`src/rtl/channel_post_pkg.sv`:
```
// Shared constants for the dot-channel post-processing slice.
// DATA_LEN mirrors the codebase-wide `data_len`; NUM_PART_DEFAULT is the
// number of partials per output pixel that the dot channel also counts to.
package channel_post_pkg;

  localparam int DATA_LEN         = 16;
  localparam int NUM_PART_DEFAULT = 6;
  localparam int CNT_W            = 4;

endpackage

```
`src/rtl/channel_post_relu_sat.sv`:
```
// relu_sat: combinational requantize step.
//   x_i     : signed IN_W value (accumulator plus bias)
//   r_o     : (x_i >>> SHIFT) clamped to [0, 2^(OUT_W-1)-1]
//   clamp_o : high when the upper clamp was applied
// Reusable by the pooling stage.
module relu_sat #(
  parameter int IN_W  = 24,
  parameter int OUT_W = 16,
  parameter int SHIFT = 0
) (
  input  logic signed [IN_W-1:0]  x_i,
  output logic        [OUT_W-1:0] r_o,
  output logic                    clamp_o
);

  localparam logic [OUT_W-1:0] MAX_POS = {1'b0, {(OUT_W-1){1'b1}}};

  logic signed [IN_W-1:0] shifted;
  logic                   neg;
  logic                   too_big;

  assign shifted = x_i >>> SHIFT;
  assign neg     = shifted[IN_W-1];
  // Non-negative value exceeds MAX_POS iff any bit at or above OUT_W-1 is set.
  assign too_big = !neg && (|shifted[IN_W-2:OUT_W-1]);

  always_comb begin
    r_o = shifted[OUT_W-1:0];
    if (neg) begin
      r_o = '0;
    end else if (too_big) begin
      r_o = MAX_POS;
    end
  end

  assign clamp_o = too_big;

endmodule

```
`src/rtl/channel_post.sv`:
```
// channel_post: accumulates NUM_PART signed partial dot products into one
// output-pixel sum, adds BIAS, arithmetic-shifts by SHIFT, applies ReLU and
// saturates to DATA_LEN bits.
//   clk, rst  : clock, synchronous active-high reset
//   start     : begin a new pixel, discarding any partial sum
//   in_valid  : d carries a valid partial product
//   d         : signed partial product
//   busy      : pixel in progress (start accepted, result not yet emitted)
//   valid     : one-cycle result strobe
//   q         : non-negative saturated result, held until the next result
//   ovf       : sticky high-saturation flag, cleared only by rst
module channel_post
  import channel_post_pkg::*;
#(
  parameter int NUM_PART = NUM_PART_DEFAULT,
  parameter int BIAS     = 0,
  parameter int SHIFT    = 0,
  parameter int ACC_W    = DATA_LEN + 8
) (
  input  logic                       clk,
  input  logic                       rst,
  input  logic                       start,
  input  logic                       in_valid,
  input  logic signed [DATA_LEN-1:0] d,
  output logic                       busy,
  output logic                       valid,
  output logic        [DATA_LEN-1:0] q,
  output logic                       ovf
);

  if (NUM_PART < 1 || NUM_PART > 15) begin : g_bad_num_part
    $fatal(1, "channel_post: NUM_PART must be in 1..15");
  end
  if (ACC_W < DATA_LEN + $clog2(NUM_PART) + 1) begin : g_bad_acc_w
    $fatal(1, "channel_post: ACC_W too narrow for NUM_PART partials");
  end
  if (SHIFT < 0 || SHIFT > ACC_W - 1) begin : g_bad_shift
    $fatal(1, "channel_post: SHIFT must be in 0..ACC_W-1");
  end

  typedef enum logic [1:0] {
    ST_IDLE,
    ST_ACC,
    ST_OUT
  } state_e;

  localparam logic signed [ACC_W-1:0] BIAS_W = ACC_W'(BIAS);
  localparam logic [CNT_W-1:0]        NP     = CNT_W'(NUM_PART);

  state_e                    state_q, state_d;
  logic signed [ACC_W-1:0]   acc_q, acc_d;
  logic        [CNT_W-1:0]   cnt_q, cnt_d;
  logic                      valid_q, valid_d;
  logic        [DATA_LEN-1:0] q_q, q_d;
  logic                      ovf_q, ovf_d;

  logic signed [ACC_W-1:0]   d_ext;
  logic signed [ACC_W-1:0]   biased;
  logic        [DATA_LEN-1:0] res;
  logic                      res_clamp;
  logic        [CNT_W-1:0]   cnt_inc;

  assign d_ext   = ACC_W'(d);
  assign biased  = acc_q + BIAS_W;
  assign cnt_inc = cnt_q + 1'b1;

  relu_sat #(
    .IN_W  (ACC_W),
    .OUT_W (DATA_LEN),
    .SHIFT (SHIFT)
  ) u_relu_sat (
    .x_i     (biased),
    .r_o     (res),
    .clamp_o (res_clamp)
  );

  always_comb begin
    state_d = state_q;
    acc_d   = acc_q;
    cnt_d   = cnt_q;
    valid_d = 1'b0;
    q_d     = q_q;
    ovf_d   = ovf_q;
    // start overrides every state; a same-cycle in_valid becomes partial #1
    // and, with a single partial per pixel, goes straight to OUT.
    if (start) begin
      state_d = ST_ACC;
      acc_d   = '0;
      cnt_d   = '0;
      if (in_valid) begin
        acc_d = d_ext;
        cnt_d = CNT_W'(1);
        if (NP == CNT_W'(1)) begin
          state_d = ST_OUT;
        end
      end
    end else begin
      case (state_q)
        ST_ACC: begin
          if (in_valid) begin
            acc_d = acc_q + d_ext;
            cnt_d = cnt_inc;
            if (cnt_inc == NP) begin
              state_d = ST_OUT;
            end
          end
        end
        ST_OUT: begin
          valid_d = 1'b1;
          q_d     = res;
          ovf_d   = ovf_q | res_clamp;
          acc_d   = '0;
          cnt_d   = '0;
          state_d = ST_IDLE;
        end
        default: begin
        end
      endcase
    end
  end

  always_ff @(posedge clk) begin
    if (rst) begin
      state_q <= ST_IDLE;
      acc_q   <= '0;
      cnt_q   <= '0;
      valid_q <= 1'b0;
      q_q     <= '0;
      ovf_q   <= 1'b0;
    end else begin
      state_q <= state_d;
      acc_q   <= acc_d;
      cnt_q   <= cnt_d;
      valid_q <= valid_d;
      q_q     <= q_d;
      ovf_q   <= ovf_d;
    end
  end

  assign busy  = (state_q != ST_IDLE);
  assign valid = valid_q;
  assign q     = q_q;
  assign ovf   = ovf_q;

endmodule

```
`config.mk`:
```
export PLATFORM = sky130hd
export DESIGN_NAME = channel_post
export DESIGN_NICKNAME = d
export VERILOG_FILES = /design/src/rtl/channel_post_pkg.sv /design/src/rtl/channel_post_relu_sat.sv /design/src/rtl/channel_post.sv
export SDC_FILE = /design/constraint.sdc
export NUM_CORES = 1
export LEC_CHECK = 0
export ABC_AREA = 1
export BUFFER_PORTS_ARGS = -buffer_cell sky130_fd_sc_hd__buf_4
export CORE_ASPECT_RATIO = 0.9
export CORE_MARGIN = 2
export CORE_UTILIZATION = 60
export DETAILED_ROUTE_END_ITERATION = 8
export GPL_TIMING_DRIVEN = 0
export PLACE_DENSITY_LB_ADDON = 0.3
export RECOVER_POWER = 50
export SLEW_MARGIN = 20
export SYNTH_ARGS = -nofsm -noshare
export SYNTH_HDL_FRONTEND = slang
export SYNTH_HIERARCHICAL = 1
export SYNTH_SLANG_ARGS = --single-unit
```
`constraint.sdc`:
```
create_clock -name clk -period 2.45 [get_ports clk]
set_clock_uncertainty 0.15 [all_clocks]
set_input_delay 0.49 -clock clk [delete_from_list [all_inputs] [get_ports clk]]
set_output_delay 0.49 -clock clk [all_outputs]
set_load 0.01 [all_outputs]
```
==> reports/results.txt <==
Antenna-violating nets left -> 0
Minimum clock period -> 2.14 ns
Clock slew at reported path FFs -> 0.10 ns
Buf+Inv Stages, Crit Path -> 0
FF+latch count, synth -> 48
Worst skew pair latency -> 0.31 ns
Number of buffers created by CTS -> 5
Top cell type by total area after synthesis -> dfxtp_1
Post-synthesis sequential area ratio -> 0.249
# setup viols final -> 0
Crit Path Class -> register to register
P&R area growth vs syn -> 11.3%
Clock sink count -> 48
Router iterations before antenna repair -> 5
CTS tree -> built
Drt wl/cell -> 14.4 um
Clk buf depth -> 2
Slowest-stage cell, CP -> fa_1
DP Worst Slack -> 0.0496 ns
Slew @ Worst Pin -> 0.588 ns
Max_cap viols -> 0
Outcome -> complete, no violations
CP startpoint -> acc_q[0]$_SDFFE_PP0P_
Post-CTS sizing -> 0
Setup Total Neg Slack -> 0 ns
Top-area cell type share of the netlist area -> 0.249
Synth async-reset ratio -> 0
Worst-path cell chain -> ha_1, fa_1, nand2_1, nand2_1, nand3_1, nand2_1, nand3_1, nand2_1, nand2_1, nand3_1, a21oi_1
Vias in the first global route -> 4,087
Reg2reg start -> acc_q[0]$_SDFFE_PP0P_
Top Ports -> 39
Maximum clock rate -> 467 MHz
Die Y -> 80.1 um
First-pass GRT wire length -> 18.0 mm
Residual DRC -> 0
CP max FO -> 4
RSZ-0062 raised after global routing -> false
Largest net degree at the start of global routing -> 17
Ant diodes -> 0
Pins Over Slew Limit -> 0
H-Tree Level Count -> 2
Peak VDD IR -> 303 uV
Largest stage delay on the critical path -> 0.44 ns
Gpl congestion -> 0.966
Critical path required time -> 2.54 ns
Post-Route WL -> 11.0 mm
CP delay by family, top -> simple AND/OR/NAND/NOR gates
Net count, final -> 723
Vias post-DR -> 4,257
Share of cells above drive strength 1 -> 0.114
Leak pwr -> 2.20 nW
Root Buffer -> clkbuf_8
Worst setup SP type -> register
Hold buffer count at CTS -> 0
Antenna violations before repair -> 0
Synthesized Nets -> 679
Netlist cell types -> 40
Final worst path period share -> 0.874
Final WS setup -> 0.309 ns
CP arrival -> 2.23 ns
Synth top area cells -> dfxtp_1 25%, nand2_1 16%, inv_1 9.7%
Syn Std Cell Area -> 3860 sq um
Starting Density -> 0.625
Post-DP HPWL -> 8.50 mm
Hold path startpoint -> d[0]
Tot GR Track Use -> 0.323
Die ar. -> 7090 sq um
Post-synth EDFFs -> 0
PD cells -> 547 nW/um^2
Mapped Cells -> 633
Synth Flop Type -> dfxtp_1
Core Box Area -> 6180 sq um
Worst Hold Class -> input port to register
Hold WS -> 0.327 ns
Post-DR vias/cell -> 5.56
Post-CTS Setup Repair Bufs -> 0
Final hold vios -> 0
Row count -> 27
Setup crit end kind -> register
I/O Buffers -> 37
First DRT Iteration DRCs -> 232
Placed Cells -> 757
Total gr overflow -> 0
Slew HR -> 0.608
Mean area per synthesized cell -> 6.10 sq um
Post-Layout Cell Count -> 765
CP dominant cell by count -> nand2_1
Chip width -> 88.6 um
Synth warnings -> 6
[synth_stat cells, types with 2 or more instances]
library cell  count
nand2_1         164
inv_1           100
nor2_1           68
a21oi_1          61
dfxtp_1          48
o21ai_0          43
nand3_1          29
ha_1             25
nand2_2          13
clkbuf_1          7
nand3_2           6
a21oi_2           5
inv_2             5
nand3b_1          5
nand4_1           5
nor2_2            5
or2_2             5
a21o_1            4
a22o_1            4
buf_2             4
buf_4             3
nor2_4            3
buf_6             2
nor3_1            2
xnor2_1           2
[per-stage QoR]
step	instance area [sq um]	total power, mW	util
floorplan	3860	1.44	-
CTS	4390	2.34	0.709
finish	4300	2.35	0.695
global placement	4250	1.62	0.687
detailed placement	4250	1.64	0.687
global route	4300	2.48	0.695
[registers in the layout, summed over array words and instances (netlist names)]
signal,cells
state_q,2
acc_q,24
valid,1
q,16
ovf,1
cnt_q,4
[placed cells by master (no fill, tap or decap), types with 2 or more instances in the layout]
master	n
ha_1	25
a21o_1	4
buf_4	21
nor2_1	69
nor3_1	2
a21oi_2	5
nand3b_1	5
xnor2_1	2
clkbuf_8	5
or2_2	5
o21ai_0	43
bufinv_16	2
nor2_4	3
dfxtp_1	48
nand3_2	6
inv_1	101
nand3_1	29
nor2_2	4
nand4_1	5
a22o_1	4
clkbuf_2	2
nand2_1	165
inv_2	4
a21oi_1	61
nand2_2	12
buf_2	2
clkbuf_1	28
[where the power goes]
part | switching, mW | internal (mW) | total, mW
Clock | 0.294 | 0.411 | 0.705
Combinational | 0.507 | 0.276 | 0.783
Sequential | 0.0411 | 0.822 | 0.863
[tightest hold or removal path: stages]
cell and delay, ns:
buf_4 0.09, a21oi_1 0.06, a21oi_1 0.11
[cell families (layout without fill, tap and decap cells)]
group	count (synthesis)	after routing	synth area share
AND/OR/NAND/NOR	306	306	0.347
AO/OA/AOI/OAI	125	125	0.181
buffers and inverters	124	169	0.130
flip-flops	48	48	0.249
adder cells (fa/ha/maj)	26	26	0.0862
XOR/XNOR	3	3	0.00681
other	1	1	0.000971
[routing by layer]
layer / up-vias / GRT usage / part of all wire / routed length, um
li1: 2100 / - / - / -
met1: 1938 / 0.403 / 0.42 / 4610
met2: 188 / 0.559 / 0.48 / 5300
met3: 31 / 0.0401 / 0.069 / 764
met4: 0 / 0.135 / 0.030 / 327
met5: - / 0 / 0 / 0
[cell type report]
| class | count | area, sq um |
|---|---|---|
| multi-input cells | 461 | 2390 |
| clock inverters | 3 | 68.8 |
| clock buffers | 5 | 68.8 |
| fillers | 582 | 1880 |
| well taps | 87 | 109 |
| flip-flops and latches | 48 | 961 |
| repair buffers | 37 | 206 |
| plain buffers | 17 | 87.6 |
| inverters | 107 | 403 |
[final timing paths]
| check | endpoint | slack [ns] | cells past startpoint |
|---|---|---|---|
| min reg2reg | cnt_q[3]$_SDFFE_PP0P_ | 0.34 | 2 |
| max reg2reg | acc_q[14]$_SDFFE_PP0P_ | 0.31 | 11 |
| min | acc_q[0]$_SDFFE_PP0P_ | 0.33 | 3 |
| max | acc_q[14]$_SDFFE_PP0P_ | 0.31 | 11 |
Power figures use the tool's default switching activity.
